File: src/rtl/sonar_pkg.sv
// Shared constants and FSM encoding for the round-robin HC-SR04 sonar scheduler.
package sonar_pkg;
  localparam int NUM_SENSORS            = 3;
  localparam int TRIG_CYCLES_DEF        = 500;
  localparam int CYCLES_PER_CM_DEF      = 2900;
  localparam int TIMEOUT_CYCLES_DEF     = 1500000;
  localparam int GUARD_CYCLES_DEF       = 750000;
  localparam int DIST_W_DEF             = 12;

  typedef enum logic [2:0] {
    ST_IDLE,
    ST_TRIG,
    ST_WAIT_ECHO,
    ST_MEASURE,
    ST_GUARD
  } state_e;
endpackage

File: src/rtl/sonar_scheduler_echo_sync_edge.sv
// Two-flop synchronizer for one raw echo pin followed by a registered rise/fall detector.
module echo_sync_edge (
  input  logic clk,
  input  logic rst,
  input  logic echo_i,
  output logic rise_o,
  output logic fall_o
);
  logic meta_q, sync_q, prev_q, rise_q, fall_q;

  always_ff @(posedge clk or posedge rst) begin
    if (rst) begin
      meta_q <= 1'b0;
      sync_q <= 1'b0;
      prev_q <= 1'b0;
      rise_q <= 1'b0;
      fall_q <= 1'b0;
    end else begin
      meta_q <= echo_i;
      sync_q <= meta_q;
      prev_q <= sync_q;
      rise_q <= sync_q & ~prev_q;
      fall_q <= ~sync_q & prev_q;
    end
  end

  assign rise_o = rise_q;
  assign fall_o = fall_q;
endmodule

File: src/rtl/sonar_scheduler.sv
// Round-robin trigger/echo sequencer for three sonar sensors; converts echo width to whole cm.
module sonar_scheduler
  import sonar_pkg::*;
#(
  parameter int TRIG_CYCLES    = TRIG_CYCLES_DEF,
  parameter int CYCLES_PER_CM  = CYCLES_PER_CM_DEF,
  parameter int TIMEOUT_CYCLES = TIMEOUT_CYCLES_DEF,
  parameter int GUARD_CYCLES   = GUARD_CYCLES_DEF,
  parameter int DIST_W         = DIST_W_DEF
) (
  input  logic                   clk,
  input  logic                   reset,
  input  logic                   enable,
  input  logic [NUM_SENSORS-1:0] echo,
  output logic [NUM_SENSORS-1:0] trig,
  output logic [DIST_W-1:0]      distance1,
  output logic [DIST_W-1:0]      distance2,
  output logic [DIST_W-1:0]      distance3,
  output logic [NUM_SENSORS-1:0] valid,
  output logic [NUM_SENSORS-1:0] timeout,
  output logic [1:0]             active,
  output logic                   busy
);
  localparam int CNT_MAX0 = (TIMEOUT_CYCLES > GUARD_CYCLES) ? TIMEOUT_CYCLES : GUARD_CYCLES;
  localparam int CNT_MAX  = (CNT_MAX0 > TRIG_CYCLES) ? CNT_MAX0 : TRIG_CYCLES;
  localparam int CNT_W    = $clog2(CNT_MAX + 1);
  localparam int SUB_W    = (CYCLES_PER_CM > 1) ? $clog2(CYCLES_PER_CM) : 1;
  localparam logic [DIST_W-1:0] DIST_MAX = '1;

  logic [NUM_SENSORS-1:0] rise_w, fall_w;

  for (genvar g = 0; g < NUM_SENSORS; g++) begin : g_echo
    echo_sync_edge u_sync (
      .clk    (clk),
      .rst    (reset),
      .echo_i (echo[g]),
      .rise_o (rise_w[g]),
      .fall_o (fall_w[g])
    );
  end

  state_e                              state_q, state_d;
  logic [1:0]                          active_q, active_d;
  logic [CNT_W-1:0]                    cnt_q, cnt_d;
  logic [SUB_W-1:0]                    sub_q, sub_d;
  logic [DIST_W-1:0]                   cm_q, cm_d, cm_inc;
  logic [NUM_SENSORS-1:0][DIST_W-1:0]  dist_q, dist_d;
  logic [NUM_SENSORS-1:0]              valid_q, valid_d, tflag_q, tflag_d;
  logic                                rise_sel, fall_sel, sub_wrap;

  assign rise_sel = rise_w[active_q];
  assign fall_sel = fall_w[active_q];
  assign sub_wrap = (sub_q == SUB_W'(CYCLES_PER_CM - 1));

  always_ff @(posedge clk or posedge reset) begin
    if (reset) begin
      state_q  <= ST_IDLE;
      active_q <= '0;
      cnt_q    <= '0;
      sub_q    <= '0;
      cm_q     <= '0;
      dist_q   <= '0;
      valid_q  <= '0;
      tflag_q  <= '0;
    end else begin
      state_q  <= state_d;
      active_q <= active_d;
      cnt_q    <= cnt_d;
      sub_q    <= sub_d;
      cm_q     <= cm_d;
      dist_q   <= dist_d;
      valid_q  <= valid_d;
      tflag_q  <= tflag_d;
    end
  end

  always_comb begin
    state_d  = state_q;
    active_d = active_q;
    cnt_d    = cnt_q;
    sub_d    = sub_q;
    cm_d     = cm_q;
    dist_d   = dist_q;
    valid_d  = '0;
    tflag_d  = tflag_q;
    // cm count including the current cycle, so the published value covers every high cycle
    cm_inc   = cm_q;
    if (sub_wrap && cm_q != DIST_MAX) cm_inc = cm_q + 1'b1;

    case (state_q)
      ST_IDLE: begin
        if (enable) begin
          state_d = ST_TRIG;
          cnt_d   = '0;
        end
      end
      ST_TRIG: begin
        if (cnt_q == CNT_W'(TRIG_CYCLES - 1)) begin
          state_d = ST_WAIT_ECHO;
          cnt_d   = '0;
        end else begin
          cnt_d = cnt_q + 1'b1;
        end
      end
      ST_WAIT_ECHO, ST_MEASURE: begin
        // a falling edge beats a simultaneous timeout
        if (state_q == ST_MEASURE && fall_sel) begin
          dist_d[active_q]  = cm_inc;
          valid_d[active_q] = 1'b1;
          tflag_d[active_q] = 1'b0;
          state_d           = ST_GUARD;
          cnt_d             = '0;
        end else if (cnt_q == CNT_W'(TIMEOUT_CYCLES - 1)) begin
          dist_d[active_q]  = DIST_MAX;
          valid_d[active_q] = 1'b1;
          tflag_d[active_q] = 1'b1;
          state_d           = ST_GUARD;
          cnt_d             = '0;
        end else begin
          cnt_d = cnt_q + 1'b1;
          if (state_q == ST_WAIT_ECHO) begin
            if (rise_sel) begin
              state_d = ST_MEASURE;
              sub_d   = '0;
              cm_d    = '0;
            end
          end else begin
            sub_d = sub_wrap ? '0 : sub_q + 1'b1;
            cm_d  = cm_inc;
          end
        end
      end
      ST_GUARD: begin
        if (cnt_q == CNT_W'(GUARD_CYCLES - 1)) begin
          active_d = (active_q == 2'd2) ? 2'd0 : active_q + 1'b1;
          cnt_d    = '0;
          state_d  = enable ? ST_TRIG : ST_IDLE;
        end else begin
          cnt_d = cnt_q + 1'b1;
        end
      end
      default: state_d = ST_IDLE;
    endcase
  end

  assign trig      = (state_q == ST_TRIG) ? (NUM_SENSORS'(1) << active_q) : '0;
  assign distance1 = dist_q[0];
  assign distance2 = dist_q[1];
  assign distance3 = dist_q[2];
  assign valid     = valid_q;
  assign timeout   = tflag_q;
  assign active    = active_q;
  assign busy      = (state_q != ST_IDLE);
endmodule

File: config.mk
export PLATFORM = sky130hd
export DESIGN_NAME = sonar_scheduler
export DESIGN_NICKNAME = d
export VERILOG_FILES = /design/src/rtl/sonar_pkg.sv /design/src/rtl/sonar_scheduler_echo_sync_edge.sv /design/src/rtl/sonar_scheduler.sv
export SDC_FILE = /design/constraint.sdc
export NUM_CORES = 1
export LEC_CHECK = 0
export BUFFER_PORTS_ARGS = -buffer_cell sky130_fd_sc_hd__buf_2
export CAP_MARGIN = 10
export CORE_MARGIN = 5
export CORE_UTILIZATION = 55
export DETAILED_ROUTE_END_ITERATION = 10
export HOLD_SLACK_MARGIN = 0.15
export PLACE_DENSITY = 0.8
export SLEW_MARGIN = 30
export SYNTH_ARGS = -nofsm -noshare
export SYNTH_HDL_FRONTEND = slang
export SYNTH_SLANG_ARGS = --single-unit
File: constraint.sdc
create_clock -name clk -period 9.64 [get_ports clk]
set_clock_uncertainty 0.15 [all_clocks]
set_input_delay 1.928 -clock clk [delete_from_list [all_inputs] [get_ports clk]]
set_output_delay 1.928 -clock clk [all_outputs]
set_load 0.05 [all_outputs]
==> results of run 1 <==
-- cells in the final DEF (no fill, tap or decap), types with 10 or more instances in the layout --
| cell type | synthesis | routed |
|---|---|---|
| and3_1 | 11 | 11 |
| nor3_1 | 12 | 11 |
| nand2_1 | 33 | 33 |
| xor2_1 | 14 | 14 |
| o22a_1 | 10 | 10 |
| nor2_1 | 80 | 80 |
| nand3_1 | 29 | 29 |
| inv_1 | 16 | 15 |
| nand4_1 | 11 | 11 |
| o21ai_0 | 20 | 19 |
| a21oi_1 | 41 | 41 |
| dfrtp_1 | 107 | 107 |
| buf_2 | 8 | 53 |
-- layout make-up --
cell class / count / share of cell area
clock buffers: 9 / 0.0223
clock inverters: 7 / 0.0122
inverters: 16 / 0.0113
multi-input cells: 374 / 0.396
flip-flops and latches: 107 / 0.482
well taps: 111 / 0.0250
repair buffers: 55 / 0.0505
-- where the power goes --
| group | internal, mW | switching, mW | total (mW) |
|---|---|---|---|
| Combinational | 0.00291 | 0.0101 | 0.0130 |
| Sequential | 0.453 | 0.00306 | 0.456 |
| Clock | 0.101 | 0.168 | 0.270 |
| Total | 0.557 | 0.182 | 0.738 |
-- final timing paths --
check	end	slack (ps)	cells past startpoint
max in group asynchronous	sub_q[1]	6730	3
worst min register to register	g_echo[1].u_sync.sync_q	210	0
worst max register to register	cnt_q[2]	6470	6
min in group asynchronous	distance1[0]	1460	2
worst min-delay path	g_echo[1].u_sync.sync_q	210	0
worst max-delay path	trig[0]	5860	3
-- kinds of logic (layout without fill, tap and decap cells) --
group / after synthesis / count (layout) / synth area share
compound gates: 103 / 103 / 0.124
xor+xnor: 22 / 22 / 0.0381
fa+ha+maj: 3 / 3 / 0.00743
buf+inv: 39 / 87 / 0.0354
flops: 107 / 107 / 0.530
mux: 7 / 7 / 0.0144
simple gates: 239 / 239 / 0.251
-- layer usage --
metal	GRT usage	part of all wire
met1	0.271	0.43
met2	0.349	0.50
met3	0.0331	0.048
met4	0.0703	0.020
met5	0	0
-- sequential cells by signal, summed over array words and instances, names as in the netlist, named ones only --
signal	flops
distance2	12
valid	3
cnt_q	21
cm_q	12
active	2
g_echo.u_sync.sync_q	3
distance3	12
g_echo.u_sync.rise_o	3
g_echo.u_sync.meta_q	3
sub_q	12
g_echo.u_sync.prev_q	3
distance1	12
state_q	3
g_echo.u_sync.fall_o	3
-- cells in the mapped netlist (all sizes together), types with 10 or more instances --
cell type / count / area [sq um]
nor3: 13 / 70.1
xor2: 14 / 123
o21ai: 28 / 140
clkbuf: 11 / 41.3
and3: 11 / 68.8
nand3: 29 / 145
inv: 16 / 60.1
nand2: 33 / 124
nand4: 11 / 68.8
nor2: 80 / 300
a21oi: 42 / 214
buf: 12 / 77.6
o22a: 10 / 87.6
dfrtp: 107 / 2680
-- worst max-delay path: cells and delay by family, from the launching register on --
kind                   cells  cell delay, ps
buffers and inverters      1             300
flip-flops                 1             570
AND/OR/NAND/NOR            2             460
-- per-stage QoR --
| stage | power [mW] | worst slack, ps |
|---|---|---|
| 3_5_place_dp | 0.478 | 5920 |
| 3_3_place_gp | 0.477 | 5960 |
| 4_1_cts | 0.746 | 5860 |
| 5_1_grt | 0.764 | 5770 |
| 6_report | 0.738 | 5860 |
| 2_1_floorplan | 0.473 | 4740 |
==> impl_metrics.py, run 1 <==
metrics = {
    "timing": {
        "slew_viol_final": 0,
        "whs_ps": 212,
        "finalHoldViolations": 0,
        "setup_viol": 0,
        "fin_setup_tns_ps": 0,
        "fin_crit_ps": 3780,
        "slew-limit-headroom": 0.404,
        "grt_setup_unrepaired": "false",
        "max_freq_mhz": 264,
        "tightest_slew_ps": 887,
        "min_period_over_period": 0.392,
    },
    "clock_tree": {
        "cts.path.max_buffers": 2,
        "clkTransAtPathRegs_ps": 100,
        "cts_resized": 0,
        "cts_tree": "built",
        "cts-root-buf": "clkbuf_8",
        "cts_sinks": 107,
        "post-cts-setup-buffers": 0,
        "cts_hold_buffers": 0,
        "clk_latency_ps": 380,
        "h-tree-depth": 3,
        "cts-buffers-inserted": 9,
    },
    "yosys": {
        "syn_avg_cell_area_sq_um": 9.71,
        "ys_types": 56,
        "synthesis.nets": 529,
        "synth_area_sq_um": 5050,
        "synth_enable_flop_cells": 0,
        "ys_seq_area_frac": 0.530,
        "async_reset_ff_frac": 1.00,
        "netlist_instances": 520,
        "ys_ff_latch": 107,
        "synth_warnings": 0,
        "ys.flop_type": "dfrtp_1",
    },
    "pwr": {
        "p_leak_nw": 2.58,
        "powerDensity_nw_per_um2": 133,
        "peakVddDrop_uv": 96.7,
    },
    "flow_run": {
        "max_cap_viol_count": 0,
    },
    "floorplan": {
        "dieArea_sq_um": 11200,
        "io_pins": 54,
        "die_h_um": 106,
        "fp.coreArea_sq_um": 9110,
        "rows": 35,
        "die_w_um": 106,
        "initial_core_util": 0.555,
    },
    "cells_and_area": {
        "seq_area_sq_um": 2680,
        "fillCellCount": 772,
        "postLayoutCoreUtil": 0.609,
        "multi_input_area_sq_um": 2200,
        "design_area_sq_um": 5550,
        "layout-drive-gt1-share": 0.157,
        "area_growth_pct": 9.88,
        "n_antenna_cell": 0,
        "layout.cells.non_filler": 679,
        "nets": 572,
    },
    "worst_setup_path": {
        "critPathKind": "reg2out",
        "worstPathCellList": "nand3b_1, nor3_1, buf_2",
        "critPathMaxStageDelay_ps": 570,
        "critPathSlowestCell": "dfrtp_1",
        "cp.arrival_ps": 1700,
        "start_kind": "register",
        "cp.required_ps": 7560,
        "worstSetupStartpoint": "state_q[0]",
        "cp_max_fo": 11,
        "r2r-start": "state_q[2]",
        "critPathCaptureType": "output pin",
    },
    "global_routing": {
        "grt_max_degree": 58,
        "antenna_found_initial": 0,
        "grt_pass1_wl_um": 18900,
        "track_usage": 0.206,
        "grt_overflow_total": 0,
        "grt_pass1_vias": 3902,
    },
    "min_path": {
        "worst_hold_path_type": "reg2reg",
        "hp-start": "g_echo[1].u_sync.meta_q",
    },
    "placement": {
        "place_area_sq_um": 5360,
        "dp.final_hpwl_um": 7920,
        "io_buffers": 53,
        "dp_cells": 663,
        "place.gp.congestion": 0.864,
    },
    "route": {
        "wl_per_cell_um": 16.4,
        "routed_wirelength_um": 11100,
        "postRouteAntennaNets": 0,
        "via_count": 4059,
        "via_per_inst": 5.98,
        "drt_iter0_drc": 256,
        "drt-pass1-iter-count": 5,
        "drc": 0,
    },
    "run_status": {
        "status": "completed",
    },
}
Power figures use the tool's default switching activity.
==> run 2, diff against run 1 <==
--- a/config.mk
+++ b/config.mk
@@ -5,6 +5,7 @@
 export SDC_FILE = /design/constraint.sdc
 export NUM_CORES = 1
 export LEC_CHECK = 0
+export ABC_AREA = 1
 export BUFFER_PORTS_ARGS = -buffer_cell sky130_fd_sc_hd__buf_2
 export CAP_MARGIN = 10
 export CORE_MARGIN = 5
==> constraint.sdc (replaced) <==
create_clock -name clk -period 3.96 [get_ports clk]
set_clock_uncertainty 0.15 [all_clocks]
set_input_delay 0.792 -clock clk [delete_from_list [all_inputs] [get_ports clk]]
set_output_delay 0.792 -clock clk [all_outputs]
set_load 0.05 [all_outputs]
==> run 2 against run 1 <==
Net effect:
- register-to-register slack lost 4800 ps
- flip-flop and latch count unchanged
- largest power group unchanged
- via count is 21% higher
- highest routed layer unchanged
- non-clock buffer count unchanged
- first-iteration DRC count up 28%
- combinational power rose to 78 times the previous value
- critical endpoint is now trig[1]
==> impl_metrics.py, run 2 <==
metrics = {
    "yosys": {
        "netlist_instances": 784,
        "ys_seq_area_frac": 0.462,
        "synthesis.nets": 793,
        "synth_area_sq_um": 5790,
        "ys_types": 34,
        "synth_top_area_frac": 0.462,
        "async_reset_ff_frac": 1.00,
        "synth.largest_area_cell": "dfrtp_1",
        "ys_ff_latch": 107,
        "synth_enable_flop_cells": 0,
        "syn_avg_cell_area_sq_um": 7.39,
        "netlist_top_cells_area": "dfrtp_1 (46%), nand2_1 (15%), inv_1 (8.0%)",
        "post-synth-top-count-cell": "nand2_1",
        "synth_warnings": 0,
        "synth.top_cells.by_count": "nand2_1 (238), inv_1 (124), dfrtp_1 (107), nor2_1 (79), nand3_1 (50)",
        "ys.flop_type": "dfrtp_1",
    },
    "pwr": {
        "powerDensity_nw_per_um2": 467,
        "p_leak_nw": 3.52,
        "peakVddDrop_uv": 435,
        "fin_total_pwr_mw": 2.98,
    },
    "cells_and_area": {
        "nets": 848,
        "largest_reg_flops": 21,
        "n_antenna_cell": 0,
        "mostFrequentLayoutCell": "nand2_1",
        "fillCellCount": 923,
        "area_growth_pct": 10.1,
        "layout-drive-gt1-share": 0.154,
        "final_cell_mix": "nand2_1 (238), inv_1 (123), dfrtp_1 (107)",
        "largest-register": "cnt_q",
    },
    "worst_setup_path": {
        "worstSetupStartpoint": "state_q[2]",
        "critPathCaptureType": "output pin",
        "reg2reg_depth": 10,
        "critPathKind": "reg2out",
        "cp.required_ps": 3020,
        "cp.arrival_ps": 1690,
        "r2r-start": "cnt_q[0]",
        "cp_max_fo": 5,
        "r2r_setup_slack_ps": 1710,
        "start_kind": "register",
        "reg2reg_to": "state_q[1]",
        "crit_end": "trig[1]",
    },
    "timing": {
        "grt_setup_unrepaired": "false",
        "max_freq_mhz": 380,
        "whs_ps": 203,
        "min_period_over_period": 0.665,
        "finalHoldViolations": 0,
        "tightest_slew_ps": 810,
        "setup_viol": 0,
        "fin_crit_ps": 2630,
        "slew-limit-headroom": 0.460,
        "slew_viol_final": 0,
        "fin_setup_tns_ps": 0,
    },
    "floorplan": {
        "rows": 37,
        "initial_core_util": 0.563,
        "die_h_um": 113,
        "die_w_um": 113,
        "fp.coreArea_sq_um": 10300,
        "dieArea_sq_um": 12700,
        "io_pins": 54,
    },
    "route": {
        "drt_iter0_drc": 328,
        "postRouteAntennaNets": 0,
        "drt-pass1-iter-count": 5,
        "drc": 0,
        "via_count": 4895,
        "via_per_inst": 4.99,
        "routed_wirelength_um": 12700,
        "wl_per_cell_um": 13.0,
    },
    "clock_tree": {
        "clk_latency_ps": 400,
        "cts-buffers-inserted": 9,
        "cts_sinks": 107,
        "clkTransAtPathRegs_ps": 120,
        "post-cts-setup-buffers": 0,
        "cts_tree": "built",
        "cts_hold_buffers": 0,
        "cts.path.max_buffers": 2,
        "cts_resized": 0,
        "cts-root-buf": "clkbuf_8",
        "h-tree-depth": 3,
    },
    "global_routing": {
        "grt_pass1_wl_um": 22100,
        "antenna_found_initial": 0,
        "track_usage": 0.212,
        "grt_overflow_total": 0,
        "grt_pass1_vias": 4600,
        "grt_max_degree": 67,
    },
    "flow_run": {
        "max_cap_viol_count": 0,
    },
    "placement": {
        "dp.final_hpwl_um": 9370,
        "io_buffers": 53,
        "place.gp.congestion": 0.943,
    },
    "min_path": {
        "worst_hold_path_type": "reg2reg",
    },
    "run_status": {
        "status": "completed",
    },
}
[run 2: critical path, stage by stage, from the launching register on]
cell and delay [ps]:
dfrtp_1 430, nor3_1 260, inv_1 150, nor3_1 150, buf_2 290
[run 2: layer usage]
layer | vias up | track usage | wire, um | part of all wire
li1 | 2506 | - | - | -
met1 | 2260 | 0.295 | 6040 | 0.47
met2 | 114 | 0.335 | 5940 | 0.47
met4 | 0 | 0.0505 | 139 | 0.011
met3 | 15 | 0.0528 | 611 | 0.048
met5 | - | 0 | 0 | 0
[run 2: cell families after synthesis]
group                    Yosys count  synth area share
AND/OR/NAND/NOR                  432             0.325
buffers and inverters            159             0.108
flip-flops                       107             0.462
AO/OA/AOI/OAI                     60            0.0637
XOR/XNOR                          23            0.0348
adder cells (fa/ha/maj)            3           0.00648
[run 2: worst min-delay path by stage]
stage / endpoint / from / slack [ps] / cells past startpoint
4_1_cts: g_echo[1].u_sync.sync_q / g_echo[1].u_sync.meta_q / 210 / 0
3_5_place_dp: g_echo[0].u_sync.sync_q / g_echo[0].u_sync.meta_q / 190 / 0
2_1_floorplan: g_echo[0].u_sync.sync_q / g_echo[0].u_sync.meta_q / 180 / 0
5_1_grt: g_echo[2].u_sync.sync_q / g_echo[2].u_sync.meta_q / 230 / 0
3_3_place_gp: g_echo[1].u_sync.sync_q / g_echo[1].u_sync.meta_q / 180 / 0
6_report: g_echo[0].u_sync.sync_q / g_echo[0].u_sync.meta_q / 200 / 0
[run 2: per-stage QoR]
step	cells	utilization	setup slack [ps]	cell area, sq um
global placement	964	0.601	1760	6180
global route	980	0.620	1150	6370
detailed placement	964	0.601	1750	6180
CTS	980	0.620	1310	6370
finish	980	0.620	1330	6370
floorplan	784	-	201	5790
[run 2: layout make-up]
cell class | instances | area, sq um | area share
clock inverters | 7 | 71.3 | 0.0112
repair buffers | 55 | 280 | 0.0440
clock buffers | 9 | 124 | 0.0194
flip-flops and latches | 107 | 2680 | 0.420
well taps | 136 | 170 | 0.0267
inverters | 148 | 561 | 0.0879
multi-input cells | 518 | 2490 | 0.391
[run 2: where the power goes]
group	internal, mW	switching, mW
registers	1.21	0.0828
logic	0.232	0.774
clock network	0.248	0.429
total	1.69	1.29
==> run 3, diff against run 2 <==
--- a/config.mk
+++ b/config.mk
@@ -9,10 +9,10 @@
 export BUFFER_PORTS_ARGS = -buffer_cell sky130_fd_sc_hd__buf_2
 export CAP_MARGIN = 10
 export CORE_MARGIN = 5
-export CORE_UTILIZATION = 55
+export CORE_UTILIZATION = 54
 export DETAILED_ROUTE_END_ITERATION = 10
 export HOLD_SLACK_MARGIN = 0.15
-export PLACE_DENSITY = 0.8
+export PLACE_DENSITY = 0.81
 export SLEW_MARGIN = 30
 export SYNTH_ARGS = -nofsm -noshare
 export SYNTH_HDL_FRONTEND = slang
==> constraint.sdc (replaced) <==
create_clock -name clk -period 2.4 [get_ports clk]
set_clock_uncertainty 0.15 [all_clocks]
set_input_delay 0.48 -clock clk [delete_from_list [all_inputs] [get_ports clk]]
set_output_delay 0.48 -clock clk [all_outputs]
set_load 0.05 [all_outputs]
==> run 3 against run 2 <==
Net effect:
- first-iteration DRC count down 0.91%
- routed wire length is 2.2% higher
- worst hold slack improved by 7.1 ps
- utilization up 0.098 points
- register-to-register slack worse by 1500 ps
- flip-flop and latch count unchanged
- largest power group unchanged
==> impl_metrics.py, run 3 (synthesis gave the netlist of run 2 again) <==
metrics = {
    "global_routing": {
        "grt_pass1_wl_um": 22100,
        "grt_max_degree": 108,
        "antenna_found_initial": 0,
        "grt_pass1_vias": 4635,
        "grt_overflow_total": 0,
        "track_usage": 0.210,
    },
    "route": {
        "wl_per_cell_um": 13.2,
        "wl_met2_um": 6240,
        "postRouteAntennaNets": 0,
        "drc": 0,
        "routed_wirelength_um": 13000,
        "drt_iter0_drc": 325,
        "met1_length_um": 5910,
        "wl_met3_um": 676,
        "routed.top_layer": "met4",
        "via_count": 5062,
        "via_per_inst": 5.13,
        "drt-pass1-iter-count": 5,
    },
    "floorplan": {
        "fp.coreArea_sq_um": 10400,
        "io_pins": 54,
        "dieArea_sq_um": 12900,
        "die_w_um": 114,
        "die_h_um": 114,
        "rows": 37,
        "initial_core_util": 0.558,
    },
    "clock_tree": {
        "cts-buffers-inserted": 9,
        "h-tree-depth": 3,
        "cts_tree": "built",
        "cts_sinks": 107,
        "clk_latency_ps": 390,
        "post-cts-setup-buffers": 0,
        "cts-root-buf": "clkbuf_8",
        "clkTransAtPathRegs_ps": 100,
        "cts.path.max_buffers": 2,
    },
    "worst_setup_path": {
        "critPathKind": "reg2out",
        "start_kind": "register",
        "cp.arrival_ps": 1660,
        "cp_max_fo": 5,
        "critPathCaptureType": "output pin",
        "reg2reg_depth": 9,
        "cp.required_ps": 1770,
    },
    "placement": {
        "dp_slack_ps": 287,
        "place.gp.congestion": 0.957,
        "io_buffers": 53,
        "dp.final_hpwl_um": 9450,
        "place_area_sq_um": 6210,
    },
    "timing": {
        "slew-limit-headroom": 0.620,
        "finalHoldViolations": 0,
        "max_freq_mhz": 437,
        "whs_ps": 210,
        "slew_viol_final": 0,
        "min_period_over_period": 0.953,
        "tightest_slew_ps": 570,
        "fin_ws_ps": 112,
        "fin_crit_ps": 2290,
        "setup_viol": 0,
    },
    "cells_and_area": {
        "seq_area_sq_um": 2680,
        "design_area_sq_um": 6440,
        "n_antenna_cell": 0,
        "fillCellCount": 944,
        "layout-drive-gt1-share": 0.155,
        "nets": 854,
        "area_growth_pct": 11.2,
        "multi_input_area_sq_um": 2490,
        "mostFrequentLayoutCell": "nand2_1",
        "largest-register": "cnt_q",
        "largest_reg_flops": 21,
        "final_cell_mix": "nand2_1 (238), inv_1 (123), dfrtp_1 (107)",
    },
    "run_status": {
        "status": "completed",
    },
    "min_path": {
        "hold_depth": 0,
        "worst_hold_path_type": "reg2reg",
    },
    "pwr": {
        "powerDensity_nw_per_um2": 763,
        "peakVddDrop_uv": 495,
        "p_leak_nw": 3.54,
        "fin_total_pwr_mw": 4.91,
    },
    "flow_run": {
        "max_cap_viol_count": 0,
    },
}
[run 3: cell type report]
| type | instances | area share |
|---|---|---|
| Clock buffer | 10 | 0.0198 |
| Clock inverter | 6 | 0.00835 |
| Inverter | 148 | 0.0872 |
| Multi-Input combinational cell | 518 | 0.387 |
| Sequential cell | 107 | 0.416 |
| Tap cell | 136 | 0.0264 |
| Timing Repair Buffer | 61 | 0.0552 |
[run 3: path summary, 6_finish.rpt]
path	startpoint	end	slack, ps
worst max-delay path	state_q[1]	trig[1]	110
worst min-delay path	g_echo[2].u_sync.meta_q	g_echo[2].u_sync.sync_q	210
worst max register to register	cnt_q[0]	distance1[10]	220
worst min register to register	g_echo[2].u_sync.meta_q	g_echo[2].u_sync.sync_q	210
max in group asynchronous	reset	distance2[3]	1040
min in group asynchronous	reset	cnt_q[9]	650
[run 3: critical path: stages, from the launching register on]
cell	delay, ps
dfrtp_1	440
nor3_2	230
inv_1	160
nor3_1	180
clkbuf_4	270
[run 3: power breakdown]
part / switching [mW] / internal (mW)
sequential: 0.141 / 2.00
clock: 0.658 / 0.401
combinational: 1.30 / 0.413
total: 2.10 / 2.81
[run 3: timing repair]
action / CTS / global route
hold buffers: 4 / 0
hold endpoints to repair: 110 / 0
gates resized for setup: 0 / 4
setup endpoints to repair: 0 / 3
[run 3: layer usage]
metal / vias up / track usage
met3: 20 / 0.0329
met1: 2371 / 0.298
met4: 0 / 0.0593
met5: - / 0
met2: 149 / 0.335
li1: 2522 / -
[run 3: metrics by stage]
stage	setup TNS, ps	cells	utilization
floorplan	-306	784	-
global placement	0	966	0.599
detailed placement	0	966	0.599
CTS	0	986	0.620
global route	-14.6	986	0.621
finish	0	986	0.621
